<file path="src/rtl/adc_capture_sequencer_pkg.sv">
// Shared definitions for the ADC capture sequencer: state encodings and
// the default counter/config width.
package capture_seq_defs;

    localparam int P_CNT_WIDTH_DEFAULT = 32;

    localparam logic [2:0] ST_IDLE      = 3'd0;
    localparam logic [2:0] ST_FLUSH     = 3'd1;
    localparam logic [2:0] ST_FILL      = 3'd2;
    localparam logic [2:0] ST_WAIT_TRIG = 3'd3;
    localparam logic [2:0] ST_CAPTURE   = 3'd4;
    localparam logic [2:0] ST_DONE      = 3'd5;

    typedef enum logic [2:0] {
        S_IDLE      = ST_IDLE,
        S_FLUSH     = ST_FLUSH,
        S_FILL      = ST_FILL,
        S_WAIT_TRIG = ST_WAIT_TRIG,
        S_CAPTURE   = ST_CAPTURE,
        S_DONE      = ST_DONE
    } seq_state_e;

endpackage

</file>
<file path="src/rtl/adc_capture_sequencer_trig_edge_detect.sv">
// Trigger event detector: software trigger or an edge of trigger_in in the
// selected direction, reported combinationally in the cycle it occurs.
module trig_edge_detect (
    input  logic clk_adc,
    input  logic reset_n,
    input  logic trigger_in,
    input  logic trigger_level,
    input  logic trigger_now,
    output logic trig_evt
);

    logic trigger_in_r;

    always_ff @(posedge clk_adc or negedge reset_n) begin
        if (!reset_n) begin
            trigger_in_r <= 1'b0;
        end else begin
            trigger_in_r <= trigger_in;
        end
    end

    // A level already present before the capture is never an edge.
    assign trig_evt = trigger_now ||
                      ((trigger_in != trigger_in_r) && (trigger_in == trigger_level));

endmodule

</file>
<file path="src/rtl/adc_capture_sequencer.sv">
// Capture sequencer: arm, flush, presample fill, pre-trigger sliding window,
// post-trigger count, done. Drives the sample FIFO write port strobes.
module adc_capture_sequencer
    import capture_seq_defs::*;
#(
    parameter int pCNT_WIDTH = P_CNT_WIDTH_DEFAULT
) (
    input  logic                  clk_adc,
    input  logic                  reset_n,
    input  logic                  arm,
    input  logic                  trigger_in,
    input  logic                  trigger_level,
    input  logic                  trigger_now,
    input  logic [pCNT_WIDTH-1:0] cfg_samples,
    input  logic [pCNT_WIDTH-1:0] cfg_presamples,
    input  logic                  fifo_full,
    output logic                  fifo_flush,
    output logic                  fifo_wr,
    output logic                  fifo_drop,
    output logic                  armed,
    output logic                  capturing,
    output logic                  done,
    output logic                  overflow,
    output logic                  presample_short,
    output logic [pCNT_WIDTH-1:0] sample_count
);

    localparam logic [pCNT_WIDTH-1:0] CNT_ONE = pCNT_WIDTH'(1);

    seq_state_e            state, state_nxt;
    logic                  arm_r;
    logic                  arm_rise;
    logic                  start_capture;
    logic                  trig_evt;
    logic                  wr_want, drop_want, short_set, ovf_set;
    logic [pCNT_WIDTH-1:0] samples_q, pre_q, pre_clamped, count_after;

    trig_edge_detect u_trig (
        .clk_adc       (clk_adc),
        .reset_n       (reset_n),
        .trigger_in    (trigger_in),
        .trigger_level (trigger_level),
        .trigger_now   (trigger_now),
        .trig_evt      (trig_evt)
    );

    assign arm_rise      = arm && !arm_r;
    assign start_capture = (state == S_IDLE) && arm_rise;

    // At least one post-trigger sample is always kept.
    always_comb begin
        // NOTE: every signal written here gets a default first, so no path can infer a latch.
        pre_clamped = cfg_presamples;
        if (cfg_samples == '0) begin
            pre_clamped = '0;
        end else if (cfg_presamples >= cfg_samples) begin
            pre_clamped = cfg_samples - CNT_ONE;
        end
    end

    // FIFO occupancy once the write presented this cycle lands.
    always_comb begin
        count_after = sample_count;
        if (fifo_wr && !fifo_drop) begin
            count_after = sample_count + CNT_ONE;
        end
    end

    always_comb begin
        state_nxt = state;
        wr_want   = 1'b0;
        drop_want = 1'b0;
        short_set = 1'b0;
        case (state)
            S_IDLE: begin
                if (arm_rise) state_nxt = S_FLUSH;
            end
            S_FLUSH: begin
                if (samples_q == '0) begin
                    state_nxt = S_DONE;
                end else if (pre_q != '0) begin
                    state_nxt = S_FILL;
                    wr_want   = 1'b1;
                end else begin
                    state_nxt = S_WAIT_TRIG;
                end
            end
            S_FILL: begin
                wr_want = 1'b1;
                if (trig_evt) begin
                    state_nxt = S_CAPTURE;
                    short_set = 1'b1;
                end else if (count_after == pre_q) begin
                    state_nxt = S_WAIT_TRIG;
                    drop_want = 1'b1;
                end
            end
            S_WAIT_TRIG: begin
                if (trig_evt) begin
                    state_nxt = S_CAPTURE;
                    wr_want   = 1'b1;
                end else begin
                    wr_want   = (pre_q != '0);
                    drop_want = (pre_q != '0);
                end
            end
            S_CAPTURE: begin
                if (count_after >= samples_q) begin
                    state_nxt = S_DONE;
                end else begin
                    wr_want = 1'b1;
                end
            end
            S_DONE: begin
                state_nxt = S_DONE;
            end
            default: begin
                state_nxt = S_IDLE;
            end
        endcase

        if (state != S_IDLE && !arm) begin
            state_nxt = S_IDLE;
            wr_want   = 1'b0;
            drop_want = 1'b0;
            short_set = 1'b0;
        end

        // fifo_wr is registered, so fifo_full is judged in the cycle the next write is scheduled.
        ovf_set = wr_want && fifo_full;
        if (ovf_set) begin
            state_nxt = S_DONE;
            wr_want   = 1'b0;
            drop_want = 1'b0;
        end
    end

    always_ff @(posedge clk_adc or negedge reset_n) begin
        if (!reset_n) begin
            state           <= S_IDLE;
            arm_r           <= 1'b0;
            samples_q       <= '0;
            pre_q           <= '0;
            fifo_flush      <= 1'b0;
            fifo_wr         <= 1'b0;
            fifo_drop       <= 1'b0;
            armed           <= 1'b0;
            capturing       <= 1'b0;
            done            <= 1'b0;
            overflow        <= 1'b0;
            presample_short <= 1'b0;
            sample_count    <= '0;
        end else begin
            // NOTE: non-blocking assignments so every register samples pre-edge values.
            state      <= state_nxt;
            arm_r      <= arm;
            fifo_flush <= start_capture;
            fifo_wr    <= wr_want;
            fifo_drop  <= drop_want;
            armed      <= (state_nxt == S_FILL) || (state_nxt == S_WAIT_TRIG);
            capturing  <= (state_nxt == S_CAPTURE);
            done       <= (state_nxt == S_DONE);
            if (start_capture) begin
                samples_q       <= cfg_samples;
                pre_q           <= pre_clamped;
                sample_count    <= '0;
                overflow        <= 1'b0;
                presample_short <= 1'b0;
            end else begin
                sample_count <= count_after;
                if (ovf_set)   overflow        <= 1'b1;
                if (short_set) presample_short <= 1'b1;
            end
        end
    end

endmodule

</file>
<file path="config.mk">
export PLATFORM = sky130hd
export DESIGN_NAME = adc_capture_sequencer
export DESIGN_NICKNAME = d
export VERILOG_FILES = /design/src/rtl/adc_capture_sequencer_pkg.sv /design/src/rtl/adc_capture_sequencer_trig_edge_detect.sv /design/src/rtl/adc_capture_sequencer.sv
export SDC_FILE = /design/constraint.sdc
export NUM_CORES = 1
export LEC_CHECK = 0
export BUFFER_PORTS_ARGS = -buffer_cell sky130_fd_sc_hd__buf_2
export CAP_MARGIN = 20
export CORE_MARGIN = 2
export CORE_UTILIZATION = 45
export CTS_BUF_LIST = sky130_fd_sc_hd__clkbuf_2
export DETAILED_ROUTE_END_ITERATION = 16
export MAX_ROUTING_LAYER = met4
export PLACE_DENSITY_LB_ADDON = 0.12
export SLEW_MARGIN = 20
export SYNTH_ARGS = -nofsm -noshare
export SYNTH_HDL_FRONTEND = slang
export SYNTH_SLANG_ARGS = --single-unit
export TNS_END_PERCENT = 10
</file>
<file path="constraint.sdc">
create_clock -name clk_adc -period 4 [get_ports clk_adc]
set_clock_uncertainty 0.15 [all_clocks]
set_input_delay 0.8 -clock clk_adc [delete_from_list [all_inputs] [get_ports clk_adc]]
set_output_delay 0.8 -clock clk_adc [all_outputs]
set_load 0.005 [all_outputs]
</file>
Yosys cells after proc, flatten, opt, wreduce, memory -nomap -nowiden. Index checks and enable logic that the tools add are counted.

Register bits: 109. Output and inout port bits: 40. Logic and storage cells: 82.

$add $sub $neg: 2. Order comparisons: 2. Equal/unequal tests: 12. Multiplexer cells: 34. Reductions and logical operators: 18.

Operators by type and width (count): $mux 32 (4); $ge 32x32->1 (2); $logic_not 32->1 (2); $add 32x1->32 const B (1); $eq 32x32->1 (1); $reduce_bool 32->1 (1); $sub 32x1->32 const B (1); $mux 3 (8); $mux 1 (19); $pmux 3 s6 (1); $eq 3x2->1 const B (4); $eq 3x3->1 const B (4); $logic_and 1x1->1 (6); $pmux 1 s4 (1); $reduce_bool 2->1 (2); $eq 3x1->1 const B (1); $logic_not 1->1 (3); $logic_not 3->1 (1); $reduce_bool 3->1 (1); $logic_or 1x1->1 (2); $pmux 1 s2 (1); $eq 1x1->1 (1); $ne 1x1->1 (1).

Logic depth before layout (Yosys ltp).
Word-level depth: 11. Mapped depth: 15. Mapped depth without buffers: 15.

By module. From an unflattened synthesis, not the netlist that was laid out.

Cells, all modules: 940. Area, all modules: 8119.0 µm².

By module, submodules not included: adc_capture_sequencer (instances 1, cells each 936, area an instance 8071.5 µm²); trig_edge_detect (instances 1, cells each 4, area an instance 47.5 µm²).

Worst setup path after synthesis. OpenSTA, ideal clock, no wires.

Path kind: reg2reg. Start: register sample_count[17]. End: register state[0]. Arrival: 3.475 ns. Data required time: 3.696 ns. Path slack: 0.221 ns. Cell stages (with the launch flop): 15. Buffers on the path: 1. Period minus slack after synthesis: 3.779 ns. Cell sequence: dfrtp_1 > clkbuf_1 > and4_1 > nand4_1 > nor4_2 > xor2_1 > ha_1 > a21o_1 > a21o_1 > a221oi_1 > o31ai_1 > a31oi_1 > nor2b_1 > a2111oi_0 > a32oi_1.

Longest elaborated chain between the ends: 8.

Ends and longest elaborated chain: start: declaration (RTL line adc_capture_sequencer.sv:25) `output logic [pCNT_WIDTH-1:0] sample_count`; start signal: assignment (RTL line adc_capture_sequencer.sv:170) `sample_count <= count_after;`; $add 32x1->32 (RTL line adc_capture_sequencer.sv:65) `count_after = sample_count + CNT_ONE;`; $mux 32 (*) (RTL line adc_capture_sequencer.sv:64) `if (fifo_wr && !fifo_drop) begin`; $ge 32x32->1 / $eq 32x32->1 (equally long branches) (RTL line adc_capture_sequencer.sv:108, adc_capture_sequencer.sv:93); $mux 1 / $mux 3 (equally long branches) (RTL line adc_capture_sequencer.sv:108, adc_capture_sequencer.sv:93); $pmux 1 s4 / $mux 3 (equally long branches) (RTL line adc_capture_sequencer.sv:74, adc_capture_sequencer.sv:90); $mux 1 / $pmux 3 s6 (equally long branches) (RTL line adc_capture_sequencer.sv:122, adc_capture_sequencer.sv:74); $logic_and 1x1->1 / $mux 3 (equally long branches) (RTL line adc_capture_sequencer.sv:130, adc_capture_sequencer.sv:122); $mux 3 (*) (RTL line adc_capture_sequencer.sv:131) `if (ovf_set) begin`; via state_nxt[0] (RTL line adc_capture_sequencer.sv:30) `seq_state_e state, state_nxt;`; end signal: assignment (RTL line adc_capture_sequencer.sv:155) `state <= state_nxt;`; end: declaration (RTL line adc_capture_sequencer.sv:30).

Mark *: on every way through the listed nets, which the timed path passes. The rest lies on a longest branch. A chain may end at the register's enable or synchronous reset.

Worst setup path after layout.
Start: register sample_count[8]. End: register capturing.

Longest elaborated chain between the ends: 9.

Ends and longest elaborated chain: $add 32x1->32 (RTL line adc_capture_sequencer.sv:65); $mux 32 (*) (RTL line adc_capture_sequencer.sv:64); $ge 32x32->1 / $eq 32x32->1 (equally long branches) (RTL line adc_capture_sequencer.sv:108, adc_capture_sequencer.sv:93); $mux 1 / $mux 3 (equally long branches) (RTL line adc_capture_sequencer.sv:108, adc_capture_sequencer.sv:93); $pmux 1 s4 / $mux 3 (equally long branches) (RTL line adc_capture_sequencer.sv:74, adc_capture_sequencer.sv:90); $mux 1 / $pmux 3 s6 (equally long branches) (RTL line adc_capture_sequencer.sv:122, adc_capture_sequencer.sv:74); $logic_and 1x1->1 / $mux 3 (equally long branches) (RTL line adc_capture_sequencer.sv:130, adc_capture_sequencer.sv:122); $mux 3 (*) (RTL line adc_capture_sequencer.sv:131); $eq 3x3->1 (*) (RTL line adc_capture_sequencer.sv:161) `capturing <= (state_nxt == S_CAPTURE);`; end signal: assignment (RTL line adc_capture_sequencer.sv:161); end: declaration (RTL line adc_capture_sequencer.sv:21) `output logic capturing,`.

Mark *: on every way between the ends. The rest lies on a longest branch, timed or not.

==> impl_metrics.yaml <==
synth:
  syn_area_per_cell_um2: 8.49
  ys_types: 73
  syn_nets: 1129
  synth_ff_type: "dfrtp_1"
  synth_seq_cells: 109
  synth_edf_count: 0
  yosys-top-cells-area: "dfrtp_1 32%, ha_1 9.8%, xnor2_1 6.0%, nand2_1 4.8%, inv_1 3.9%"
  async_flop_share: 1.00
  syn_inst: 992
  netlist_area_mm2: 0.00842
  synth_warnings: 0
  yosysTopAreaCell: "dfrtp_1"
  seq_area_frac_synth: 0.324
  yosys.area.top_type_share: 0.324
sta:
  slew_headroom: 0.325
  setup_viol: 0
  finalHoldViolCount: 0
  fmax_ghz: 0.265
  setup_ws_ns: 0.231
  fin_crit_sh: 0.942
  drv_slew: 0
  rsz0062_at_grt: "no"
  layout_min_cycle_time_ns: 3.77
  worstMarginPinSlew_ns: 1.01
power_and_ir_drop:
  pwr-share-comb: 0.409
  p_switching_uw: 1880
  p_per_area_mw_per_mm2: 426
  p_clk_frac: 0.138
  p_int_uw: 2380
  ir_drop_mv: 0.181
  swShare: 0.440
  power.leakage_uw: 0.00494
  pwr-share-seq: 0.453
placed_design:
  io_buffer_count: 110
  hpwl_um: 20400
  pre_cts_slack_ns: -0.103
  post_dp_cell_area_mm2: 0.00965
  gp_congestion: 0.986
global_routing:
  met2_usage: 0.394
  grt_pass1_wl_um: 41000
  grt_util_met1: 0.398
  grt_overflow: 0
  grt_max_degree: 122
  grtUsageMet3: 0.0323
  grt_pass1_vias: 7560
  grt.busiest_layer: "met1"
  antenna_found_initial: 1
  track_usage: 0.271
cts:
  cts_buffers: 9
  path_clk_slew_ns: 0.38
  clock_sinks: 109
  tritoncts: "yes"
  root_buffer: "clkbuf_2"
  cts.path.max_buffers: 2
  clk_latency_ns: 0.71
  htree_levels: 3
cells_and_area:
  layout_commonest_cell: "buf_2"
  drive_gt1_frac: 0.214
  nets: 1284
  postLayoutCellArea_mm2: 0.0100
  mostFrequentLayoutCells: "110 x buf_2, 109 x dfrtp_1, 106 x nand2_1"
  syn_to_final_growth_pct: 18.7
floorplanning:
  io_pins: 111
  die_w_um: 141
  die_h_um: 141
  rows: 50
  initial_core_util: 0.455
  die_area_mm2: 0.0198
  core_mm2: 0.0185
critical_path:
  startpoint_type: "flip-flop"
  crit_fanout: 6
  path_class: "reg -> reg"
  cp-end-kind: "flip-flop"
  worstPathArrival_ns: 4.21
  crit_required_ns: 4.44
route:
  drtAntennaViolNets: 0
  drc_errors: 0
  routed_via_density: 5.76
  drtIter0Drc: 818
  wire_per_inst_um: 18.8
  drt_wl_total_um: 26000
  vias: 7996
  dr.pass1.iters: 5
run:
  cap_violations: 0
status:
  status: "complete, no violations"
min_path:
  hold_path_class: "in -> reg"
-- worst max-delay path: stages, from the launching register on --
cell and delay [ns]:
dfrtp_1 0.43, buf_4 0.17, nand4_1 0.15, buf_4 0.18, nor4_4 0.31, buf_6 0.17
nand3_1 0.09, xor2_1 0.21, inv_1 0.09, ha_1 0.28, and4_1 0.22, a221oi_2 0.27
o31ai_2 0.11, a31oi_4 0.18, buf_4 0.14, a31o_2 0.17, nand3_2 0.13, and3b_1 0.19
-- flip-flops by register name (all words and copies together), names as in the netlist, 3 cells and up --
| signal | flops |
|---|---|
| pre_q | 32 |
| sample_count | 32 |
| samples_q | 32 |
| state | 3 |
-- per-layer routing --
layer,wire [um],vias to the layer above
met2,11100,324
met1,12600,3724
met4,663,0
met5,0,-
met3,1720,54
li1,-,3894
-- layout make-up --
| cell class | instances | area (um2) |
|---|---|---|
| tap | 234 | 293 |
| multi-input combinational | 754 | 5330 |
| sequential | 109 | 2730 |
| inverter | 88 | 330 |
| clock inverter | 7 | 90.1 |
| clock buffer | 9 | 45.0 |
| fill | 1788 | 8520 |
| antenna | 2 | 5.00 |
| timing repair buffer | 185 | 1170 |
-- what timing repair did --
action,in CTS,in global routing
setup endpoints to repair,3,5
hold endpoints to repair,50,0
hold buffers,1,0
pin swaps,0,16
cloned,0,1
buffers inserted,1,5
gates resized for setup,3,27
-- kinds of logic (layout without fill, tap and decap cells) --
| logic type | Yosys count | after routing | share of synthesized area |
|---|---|---|---|
| muxes | 4 | 4 | 0.00475 |
| AOI/OAI and AO/OA | 210 | 210 | 0.167 |
| DFF | 109 | 109 | 0.324 |
| other | 0 | 2 | 0 |
| xor gates and xnor gates | 85 | 85 | 0.0949 |
| buffers and inverters | 129 | 289 | 0.0609 |
| adders and majority gates | 66 | 66 | 0.0981 |
| and+or+nand+nor | 389 | 389 | 0.250 |
-- power by group through the flow --
stage	sequential [uW]	clock (uW)	combinational (uW)
after global routing	1980	645	1970
after detailed placement	1940	0	1680
after global placement	1930	0	1660
after CTS	1920	599	1700
after floorplan	1730	0	1230
final	1930	586	1740
-- metrics by stage --
stage	std cells	utilization	power, uW	setup TNS (ns)	hold slack, ns
floorplan	992	-	2960	0	0.306
global placement	1362	0.521	3590	-0.179	0.326
detailed placement	1362	0.521	3620	-0.278	0.337
CTS	1380	0.530	4210	0	0.0639
global route	1388	0.540	4600	0	0.0543
finish	1388	0.540	4260	0	0.0982
-- worst paths after layout --
check,startpoint,endpoint,slack (ns),cells after the start
setup reg to reg,sample_count[8]$_DFF_PN0_,capturing$_DFF_PN0_,0.23,17
min in group asynchronous,reset_n,fifo_flush$_DFF_PN0_,0.42,2
max in group asynchronous,reset_n,samples_q[22]$_DFFE_PN0P_,2.44,3
setup / recovery,sample_count[8]$_DFF_PN0_,capturing$_DFF_PN0_,0.23,17
hold reg to reg,overflow$_DFFE_PN0P_,overflow$_DFFE_PN0P_,0.38,2
hold / removal,trigger_in,u_trig.trigger_in_r$_DFF_PN0_,0.1,1
-- synthesized netlist by cell type (all sizes together) (6+ instances only) --
cell,instances
nand3,29
clkbuf,31
and4,8
o31ai,30
and2,28
nor3,48
a2111oi,6
buf,10
or3b,8
nand2,108
nor2,52
dfrtp,109
nor4b,8
nor4,31
nor2b,7
a21oi,34
ha,66
a21o,15
or4,8
nand2b,6
a21boi,8
nand4,29
xnor2,58
xor2,23
o21ai,56
a2bb2oi,7
and3,6
a211oi,21
inv,88
No activity file was read; power rests on OpenSTA's default activity.
